$ cat src/rtl/segre_pkg.sv
// Shared types and sizing for the cache-to-memory path of the segre core.
// Holds the cache/memory request format, cache identifiers and arbiter FSM states.
package segre_pkg;

  localparam int unsigned WORD_SIZE            = 32;
  localparam int unsigned CACHE_LINE_SIZE_BITS = 128;
  localparam int unsigned ARB_BUF_SIZE         = 16;
  localparam int unsigned ARB_PTR_SIZE         = $clog2(ARB_BUF_SIZE);

  typedef enum logic {
    ICACHE = 1'b0,
    DCACHE = 1'b1
  } cache_id_e;

  typedef struct packed {
    logic                            rd;
    logic                            wr;
    logic [WORD_SIZE-1:0]            addr;
    logic [CACHE_LINE_SIZE_BITS-1:0] line;
    cache_id_e                       cache_id;
  } cache_mem_req_t;

  typedef enum logic [1:0] {
    ARB_IDLE,
    ARB_ISSUE,
    ARB_WAIT
  } arb_state_e;

  function automatic cache_id_e other_cache(input cache_id_e id);
    return (id == ICACHE) ? DCACHE : ICACHE;
  endfunction

endpackage

$ cat src/rtl/segre_arb_fifo.sv
// Synchronous FIFO of cache_mem_req_t used as the arbiter request queue.
// BUF_SIZE must be a power of two so the pointers wrap naturally.
module segre_arb_fifo
  import segre_pkg::*;
#(
  parameter int unsigned BUF_SIZE = ARB_BUF_SIZE,
  parameter int unsigned PTR_SIZE = ARB_PTR_SIZE
) (
  input  logic           clk_i,
  input  logic           rsn_i,
  input  logic           push_i,
  input  logic           pop_i,
  input  cache_mem_req_t data_i,
  output cache_mem_req_t head_o,
  output logic           full_o,
  output logic           empty_o
);

  localparam logic [PTR_SIZE:0] FullCount = (PTR_SIZE+1)'(BUF_SIZE);

  cache_mem_req_t      mem_q [BUF_SIZE];
  logic [PTR_SIZE-1:0] rd_ptr_q, rd_ptr_d;
  logic [PTR_SIZE-1:0] wr_ptr_q, wr_ptr_d;
  logic [PTR_SIZE:0]   count_q, count_d;
  logic                do_push, do_pop;

  assign full_o  = (count_q == FullCount);
  assign empty_o = (count_q == '0);
  assign do_push = push_i && !full_o;
  assign do_pop  = pop_i && !empty_o;
  assign head_o  = mem_q[rd_ptr_q];

  always_comb begin
    rd_ptr_d = rd_ptr_q;
    wr_ptr_d = wr_ptr_q;
    count_d  = count_q;
    if (do_push) wr_ptr_d = wr_ptr_q + PTR_SIZE'(1);
    if (do_pop)  rd_ptr_d = rd_ptr_q + PTR_SIZE'(1);
    unique case ({do_push, do_pop})
      2'b10:   count_d = count_q + (PTR_SIZE+1)'(1);
      2'b01:   count_d = count_q - (PTR_SIZE+1)'(1);
      default: count_d = count_q;
    endcase
  end

  always_ff @(posedge clk_i or negedge rsn_i) begin
    if (!rsn_i) begin
      rd_ptr_q <= '0;
      wr_ptr_q <= '0;
      count_q  <= '0;
    end else begin
      rd_ptr_q <= rd_ptr_d;
      wr_ptr_q <= wr_ptr_d;
      count_q  <= count_d;
    end
  end

  // Storage is not reset; only the pointers define validity.
  always_ff @(posedge clk_i) begin
    if (do_push) mem_q[wr_ptr_q] <= data_i;
  end

endmodule

$ cat src/rtl/segre_mem_arbiter.sv
// Serialises icache/dcache line requests onto the single main-memory port.
// Define SEGRE_ARB_DCACHE_PRIO_EN for fixed dcache priority instead of round-robin.
module segre_mem_arbiter
  import segre_pkg::*;
#(
  parameter int unsigned BUF_SIZE = ARB_BUF_SIZE,
  parameter int unsigned PTR_SIZE = ARB_PTR_SIZE
) (
  input  logic                            clk_i,
  input  logic                            rsn_i,
  input  logic                            ic_req_i,
  input  logic [WORD_SIZE-1:0]            ic_addr_i,
  output logic                            ic_ready_o,
  input  logic                            dc_req_i,
  input  logic                            dc_rd_i,
  input  logic                            dc_wr_i,
  input  logic [WORD_SIZE-1:0]            dc_addr_i,
  input  logic [CACHE_LINE_SIZE_BITS-1:0] dc_line_i,
  output logic                            dc_ready_o,
  output logic                            mem_req_o,
  output logic                            mem_rd_o,
  output logic                            mem_wr_o,
  output logic [WORD_SIZE-1:0]            mem_addr_o,
  output logic [CACHE_LINE_SIZE_BITS-1:0] mem_line_o,
  input  logic                            mem_rsp_valid_i,
  input  logic [CACHE_LINE_SIZE_BITS-1:0] mem_rsp_line_i,
  output logic                            ic_rsp_valid_o,
  output logic                            dc_rsp_valid_o,
  output logic [CACHE_LINE_SIZE_BITS-1:0] rsp_line_o
);

  arb_state_e                      state_q, state_d;
  cache_mem_req_t                  ic_entry, dc_entry, push_data, head;
  logic                            ic_grant, dc_grant, push, pop, full, empty, busy;
  logic                            ic_rsp_q, ic_rsp_d, dc_rsp_q, dc_rsp_d;
  logic [CACHE_LINE_SIZE_BITS-1:0] rsp_line_q, rsp_line_d;

  always_comb begin
    ic_entry          = '0;
    ic_entry.rd       = 1'b1;
    ic_entry.wr       = 1'b0;
    ic_entry.addr     = ic_addr_i;
    ic_entry.cache_id = ICACHE;

    // Illegal rd/wr combinations are queued as-is; the assertion below flags them.
    dc_entry          = '0;
    dc_entry.rd       = dc_rd_i;
    dc_entry.wr       = dc_wr_i;
    dc_entry.addr     = dc_addr_i;
    dc_entry.line     = dc_line_i;
    dc_entry.cache_id = DCACHE;
  end

`ifdef SEGRE_ARB_DCACHE_PRIO_EN
  always_comb begin
    ic_grant = 1'b0;
    dc_grant = 1'b0;
    if (!full) begin
      if (dc_req_i)      dc_grant = 1'b1;
      else if (ic_req_i) ic_grant = 1'b1;
    end
  end
`else
  // rr_q names the source favoured on the next contested cycle.
  cache_id_e rr_q, rr_d;

  always_comb begin
    ic_grant = 1'b0;
    dc_grant = 1'b0;
    if (!full) begin
      if (ic_req_i && dc_req_i) begin
        if (rr_q == ICACHE) ic_grant = 1'b1;
        else                dc_grant = 1'b1;
      end else if (ic_req_i) begin
        ic_grant = 1'b1;
      end else if (dc_req_i) begin
        dc_grant = 1'b1;
      end
    end
  end

  always_comb begin
    rr_d = rr_q;
    if (ic_grant)      rr_d = other_cache(ICACHE);
    else if (dc_grant) rr_d = other_cache(DCACHE);
  end

  always_ff @(posedge clk_i or negedge rsn_i) begin
    if (!rsn_i) rr_q <= ICACHE;
    else        rr_q <= rr_d;
  end
`endif

  assign ic_ready_o = ic_grant;
  assign dc_ready_o = dc_grant;
  assign push       = ic_grant || dc_grant;
  assign push_data  = dc_grant ? dc_entry : ic_entry;

  segre_arb_fifo #(
    .BUF_SIZE (BUF_SIZE),
    .PTR_SIZE (PTR_SIZE)
  ) u_fifo (
    .clk_i   (clk_i),
    .rsn_i   (rsn_i),
    .push_i  (push),
    .pop_i   (pop),
    .data_i  (push_data),
    .head_o  (head),
    .full_o  (full),
    .empty_o (empty)
  );

  always_comb begin
    state_d    = state_q;
    pop        = 1'b0;
    ic_rsp_d   = 1'b0;
    dc_rsp_d   = 1'b0;
    rsp_line_d = rsp_line_q;
    unique case (state_q)
      ARB_IDLE: begin
        if (!empty) state_d = ARB_ISSUE;
      end
      ARB_ISSUE: begin
        state_d = ARB_WAIT;
      end
      ARB_WAIT: begin
        if (mem_rsp_valid_i) begin
          pop        = 1'b1;
          state_d    = ARB_IDLE;
          ic_rsp_d   = (head.cache_id == ICACHE);
          dc_rsp_d   = (head.cache_id == DCACHE);
          rsp_line_d = mem_rsp_line_i;
        end
      end
      default: state_d = ARB_IDLE;
    endcase
  end

  always_ff @(posedge clk_i or negedge rsn_i) begin
    if (!rsn_i) begin
      state_q    <= ARB_IDLE;
      ic_rsp_q   <= 1'b0;
      dc_rsp_q   <= 1'b0;
      rsp_line_q <= '0;
    end else begin
      state_q    <= state_d;
      ic_rsp_q   <= ic_rsp_d;
      dc_rsp_q   <= dc_rsp_d;
      rsp_line_q <= rsp_line_d;
    end
  end

  // The head is stable from ISSUE through WAIT, so it drives the port directly.
  assign busy       = (state_q != ARB_IDLE);
  assign mem_req_o  = (state_q == ARB_ISSUE);
  assign mem_rd_o   = busy && head.rd;
  assign mem_wr_o   = busy && head.wr;
  assign mem_addr_o = busy ? head.addr : '0;
  assign mem_line_o = busy ? head.line : '0;

  assign ic_rsp_valid_o = ic_rsp_q;
  assign dc_rsp_valid_o = dc_rsp_q;
  assign rsp_line_o     = rsp_line_q;

  dc_req_legal_a: assert property (@(posedge clk_i) disable iff (!rsn_i)
    dc_req_i |-> (dc_rd_i ^ dc_wr_i));

endmodule

$ cat config.mk
export PLATFORM = sky130hd
export DESIGN_NAME = segre_mem_arbiter
export DESIGN_NICKNAME = d
export VERILOG_FILES = /design/src/rtl/segre_pkg.sv /design/src/rtl/segre_arb_fifo.sv /design/src/rtl/segre_mem_arbiter.sv
export SDC_FILE = /design/constraint.sdc
export NUM_CORES = 2
export LEC_CHECK = 0
export BUFFER_PORTS_ARGS = -buffer_cell sky130_fd_sc_hd__buf_2
export CORE_MARGIN = 4
export CORE_UTILIZATION = 65
export DETAILED_ROUTE_END_ITERATION = 8
export PLACE_DENSITY = 0.93
export SYNTH_ARGS = -nofsm -noshare
export SYNTH_HDL_FRONTEND = slang
export SYNTH_SLANG_ARGS = --single-unit
$ cat constraint.sdc
create_clock -name clk_i -period 53 [get_ports clk_i]
set_input_delay 5.3 -clock clk_i [delete_from_list [all_inputs] [get_ports clk_i]]
set_output_delay 5.3 -clock clk_i [all_outputs]
set_load 0.01 [all_outputs]
# Word-level counts from Yosys, hierarchy flattened
# Memory sizes are Yosys's and may differ from the RTL's.
# Cells that the tools add are included.
[word_totals] latch_bits=0 output_inout_bits=295 rom_bits=0 in_bits=327 ff_bits=146 n_memories=1 wordCells=62 ram_bits=2608
[op_classes] mul=0 bitwise=1 magnitude_cmp=0 muxes=26 shift=0 n_addsub=4 eq_ne=7 div_mod_pow=0 reduce_logical=15
[memory_table] memory="u_fifo.mem_q" depth=16 word_bits=163 read_ports=1 rd_ports_with_merged_regs=0 wr=1 line="segre_arb_fifo.sv:21" text="cache_mem_req_t mem_q [BUF_SIZE];"
[op_table] op="$mux W163" n=1
[op_table] op="$mux W128" n=1
[op_table] op="$mux W32" n=1
[op_table] op="$mux W1" n=19
[op_table] op="$pmux W5 S2" n=1
[op_table] op="$add A4 B1 Y4 const B" n=2
[op_table] op="$pmux W2 S3" n=1
[op_table] op="$reduce_bool A2 Y1" n=3
[op_table] op="$add A5 B1 Y5 const B" n=1
[op_table] op="$eq A5 B5 Y1 const B" n=1
[op_table] op="$logic_and A1 B1 Y1" n=5
[op_table] op="$logic_not A5 Y1" n=1
[op_table] op="$sub A5 B1 Y5 const B" n=1
[op_table] op="$eq A2 B1 Y1 const B" n=2
[op_table] op="$eq A2 B2 Y1 const B" n=2
[op_table] op="$mux W2" n=2
[op_table] op="$ne A2 B2 Y1 const B" n=2
[op_table] op="$reduce_and A2 Y1" n=2
[op_table] op="$logic_not A1 Y1" n=2
[op_table] op="$logic_not A2 Y1" n=1
[op_table] op="$logic_or A1 B1 Y1" n=1
[op_table] op="$not A1 Y1" n=1

# Depth between registers and ports, before layout
[logic_depth] depth_word=8 depth_mapped=12 mapped_depth_nobuf=10

# Cells and area by module
# From an unflattened synthesis, not the netlist that was laid out.
[unflattened] cells_unflattened=5845 hier_area_um2=108825.6
[by_module_without_submodules] mod="segre_arb_fifo" cells_per_inst=4924 seq_area_each_um2=78640.4 n_inst=1 area_per_inst_um2=101396.0
[by_module_without_submodules] mod="segre_mem_arbiter" cells_per_inst=921 seq_area_each_um2=3328.2 n_inst=1 area_per_inst_um2=7429.6

# Worst setup path before layout
# Ideal clock, no wire load.
[synth_timing] path_type="input -> register" startpoint="in ic_req_i" endpoint="mem u_fifo.mem_q[0][0] in the netlist's numbering, enable pin" path_stages=4 setup_slack_ns=30.683 n_path_buf=0 arrival_ns=21.232 required_time_ns=51.915 setup_ns=1.085 cell_sequence="nor2_1 a21oi_1 inv_1 nor4_1"
[synth_between] elab_chain_len=7 elab_cells_between_ends=11 classes_between="8 x mux; 3 x reduce/logical"
[synth_lines] item="start: declaration" line="segre_mem_arbiter.sv:11" text="input logic ic_req_i,"
[synth_lines] item="$mux W1 or $logic_and A1 B1 Y1 (tied branches)" line="segre_mem_arbiter.sv:74, segre_mem_arbiter.sv:71"
[synth_lines] item="$mux W1" line="segre_mem_arbiter.sv:71" text="if (ic_req_i && dc_req_i) begin"
[synth_lines] item="$mux W1" line="segre_mem_arbiter.sv:70" text="if (!full) begin"
[synth_lines] item="$logic_or A1 B1 Y1 (*)" line="segre_mem_arbiter.sv:96" text="assign push = ic_grant || dc_grant;"
[synth_lines] item="$logic_and A1 B1 Y1 (*)" line="segre_arb_fifo.sv:29" text="assign do_push = push_i && !full_o;"
[synth_lines] item="$mux W1 (*)" line="segre_arb_fifo.sv:60" text="if (do_push) mem_q[wr_ptr_q] <= data_i;"
[synth_lines] item="$mux W1 (not written as such) (*)" line="segre_arb_fifo.sv:60"
[synth_lines] item="end: declaration" line="segre_arb_fifo.sv:21"
# Mark *: on every way between the ends. The rest lies on a longest branch, timed or not.

# Worst setup path after layout
[layout_timing] startpoint="reg u_fifo.rd_ptr_q[0]" endpoint="out mem_line_o[55]"
[layout_between] elab_chain_len=2
[layout_lines] item="start: declaration" line="segre_arb_fifo.sv:22" text="logic [PTR_SIZE-1:0] rd_ptr_q, rd_ptr_d;"
[layout_lines] item="start signal: assignment" line="segre_arb_fifo.sv:52" text="rd_ptr_q <= rd_ptr_d;"
[layout_lines] item="$mem_v2 Z16 W163"
[layout_lines] item="$mux W128" line="segre_mem_arbiter.sv:159" text="assign mem_line_o = busy ? head.line : '0;"
[layout_lines] item="end: declaration" line="segre_mem_arbiter.sv:24" text="output logic [CACHE_LINE_SIZE_BITS-1:0] mem_line_o,"
# Every way passes these cells.

==> metrics.yaml <==
outcome: "finished, final reports clean"
wl_um: 294000
max_stage_delay_ps: 1000
fp.dieH_um: 412
start_util: 0.657
layout-drive-gt1-share: 0.324
r2r-end: "u_fifo.mem_q[4][37]"
cts_tree: "yes"
reg2reg_slack_ps: 47770
finalSetupViolations: 0
r2r-start: "u_fifo.count_q[2]"
grt_max_degree: 156
routed-wl-met2_um: 149000
grt_pass1_vias: 58400
max_freq_ghz: 0.0813
io_buffers: 621
num_vias: 56700
ys_ff_latch: 2754
crit_family: "buffers and inverters"
detail-route-antenna-nets: 0
min_period_over_period: 0.232
syn_area_um2: 106000
ys_top_cells_by_area: "edfxtp_1 (74%), mux4_2 (12%), dfrtp_1 (3.4%)"
r2r_cells: 7
wl_met3_um: 32300
worstHoldEndpoint: "rsp_line_o[98]"
path_cells: "buf_4 -> buf_4 -> buf_4 -> buf_4 -> mux4_2 -> mux2i_1 -> o22ai_1 -> buf_2"
rows: 147
fin_hold_ws_ps: 498
pwr_density_cell_nw_per_um2: 60.0
min_path_type: "flip-flop to flip-flop"
cts_inserted_buffers: 282
fp.coreArea_um2: 161000
grtUsageTotal: 0.349
grt-ovfl-total: 0
yosys.area.top_type: "edfxtp_1"
top_layer_used: "met5"
regArea_um2: 82000
drv_slew: 0
die-area_um2: 170000
fin_nets: 5801
synth-edff-count: 2608
drcViolationCount: 0
place.gp.congestion: 0.891
clkLatencyLatePin_ps: 950
yosys_most_used_dff: "edfxtp_1"
vdd_drop_max_v: 0.0000593
maxCapViolCount: 0
fill_cells: 8081
yosysSeqAreaShare: 0.774
htree_levels: 5
synthArstFlopShare: 0.0530
avgSynthCellArea_um2: 22.2
cts.sinks: 2754
synth_common_cells: "edfxtp_1 (2608), mux4_2 (556), mux2i_1 (324)"
die-width_um: 412
wl_per_cell_um: 37.5
hpwl_um: 141000
post_cts_resized: 0
drt_iter0_markers: 9807
worstPathRequired_ps: 47700
hp-start: "rsp_line_o[98]"
dr.pass1.iters: 8
hold_violations: 0
period_needed_ps: 12300
p_leak_nw: 41.4
cp_num_buf_inv: 5
max_slew_margin: 0.178
ios: 622
crit_top_cell: "buf_4"
setup_tns_ps: 0
clkTransAtPathRegs_ps: 60
worst_ep_arrival_time_ps: 7000
rsz0062_at_grt: "no"
worstMarginPinSlew_ps: 1230
hold_buffers: 0
synth_most_common_cell: "edfxtp_1"
finClkSkew_ps: 65.8
multi_input_area_um2: 22700
synth_cells: 4765
min_path_cells: 1
grt_pass1_wl_um: 420000
antenna_found_initial: 25
synth_fp_nets: 5100
yosysTopAreaCellShare: 0.739
cp-end-kind: "output port"
cp_slowest_cell: "buf_4"
cp_max_fo: 57
avgViaCountPerCell: 7.23
area_growth_pct: 13.6
met1_length_um: 97800
path_class: "flip-flop to output port"
post_cts_buffers: 0
yosysWarnings: 0
critPathLaunchType: "flip-flop"
yosys.cell_types.count: 43
cts-root-buf: "clkbuf_16"
cts_buffer_depth: 4
## registers in the layout, indices dropped and copies added, names as in the netlist
| signal | flops |
|---|---|
| dc_rsp_valid_o | 1 |
| ic_rsp_valid_o | 1 |
| rr_q | 1 |
| rsp_line_o | 128 |
| state_q | 2 |
| u_fifo.count_q | 5 |
| u_fifo.mem_q | 2608 |
| u_fifo.rd_ptr_q | 4 |
| u_fifo.wr_ptr_q | 4 |
## power by group
group	total, mW	switching, mW	internal (mW)
logic	2.29	1.38	0.906
registers	2.95	0.157	2.80
clock network	1.98	0.823	1.15
total	7.21	2.36	4.85
## area by class of cell
class | count | share of cell area
sequential | 2754 | 0.681
multi-input combinational | 1714 | 0.189
clock buffer | 344 | 0.0627
timing repair buffer | 704 | 0.0324
tap | 2160 | 0.0225
clock inverter | 139 | 0.0119
inverter | 10 | 0.000312
antenna | 9 | 0.000187
## kinds of logic after synthesis
| group | count (synthesis) | synth area share |
|---|---|---|
| xor gates and xnor gates | 11 | 0.000909 |
| adders and majority gates | 8 | 0.000945 |
| and+or+nand+nor | 279 | 0.0162 |
| muxes | 1042 | 0.166 |
| DFF | 2754 | 0.774 |
| buffers and inverters | 297 | 0.0134 |
| AOI/OAI and AO/OA | 374 | 0.0290 |
## worst max path at each step
stage                       start                  to  slack (ps)  cells past startpoint
2_1_floorplan            ic_req_i  u_fifo.mem_q[0][0]       30680                      4
3_3_place_gp   u_fifo.rd_ptr_q[0]      mem_line_o[55]       41680                      8
3_5_place_dp   u_fifo.rd_ptr_q[0]      mem_line_o[55]       41550                      8
4_1_cts        u_fifo.rd_ptr_q[0]      mem_line_o[55]       40410                      8
5_1_grt        u_fifo.rd_ptr_q[0]      mem_line_o[55]       39930                      8
6_report       u_fifo.rd_ptr_q[0]      mem_line_o[55]       40700                      8
## layout by cell type (no fill, tap or decap), types with 29 or more instances in the layout
| cell type | netlist | routed |
|---|---|---|
| mux2i_1 | 324 | 324 |
| a22oi_1 | 99 | 99 |
| buf_4 | 14 | 70 |
| a22o_1 | 96 | 96 |
| mux2_2 | 162 | 162 |
| clkinv_1 | 0 | 53 |
| clkbuf_1 | 130 | 47 |
| and2_1 | 138 | 129 |
| clkbuf_16 | 0 | 292 |
| a221o_1 | 96 | 96 |
| buf_2 | 84 | 620 |
| o22ai_1 | 67 | 67 |
| clkinv_2 | 0 | 38 |
| bufinv_16 | 0 | 29 |
| dfrtp_1 | 146 | 143 |
| and3_1 | 96 | 96 |
| edfxtp_1 | 2608 | 2608 |
| mux4_2 | 556 | 556 |
## through the flow
| step | utilization | power [mW] | cell area [µm²] | setup WS, ps | cells |
|---|---|---|---|---|---|
| 3_5_place_dp | 0.690 | 5.18 | 111000 | 41550 | 7342 |
| 5_1_grt | 0.746 | 7.43 | 120000 | 39930 | 7830 |
| 4_1_cts | 0.746 | 7.21 | 120000 | 40410 | 7825 |
| 3_3_place_gp | 0.690 | 5.06 | 111000 | 41680 | 7342 |
| 2_1_floorplan | - | 4.44 | 106000 | 30680 | 4765 |
| 6_report | 0.746 | 7.21 | 120000 | 40700 | 7834 |
## worst register-to-register path: stages, from the launching register on
cell     delay (ps)
dfrtp_1         520
nor4_2          180
a21oi_1         610
inv_1           340
nor3b_1         610
and2_4          940
buf_4           770
buf_4           820
## per-layer routing
layer / global-route usage / vias to the layer above
met5: 0 / -
met4: 0.161 / 6
met3: 0.0696 / 921
met2: 0.572 / 5015
met1: 0.461 / 29200
li1: - / 21500
Power figures use the tool's default switching activity.
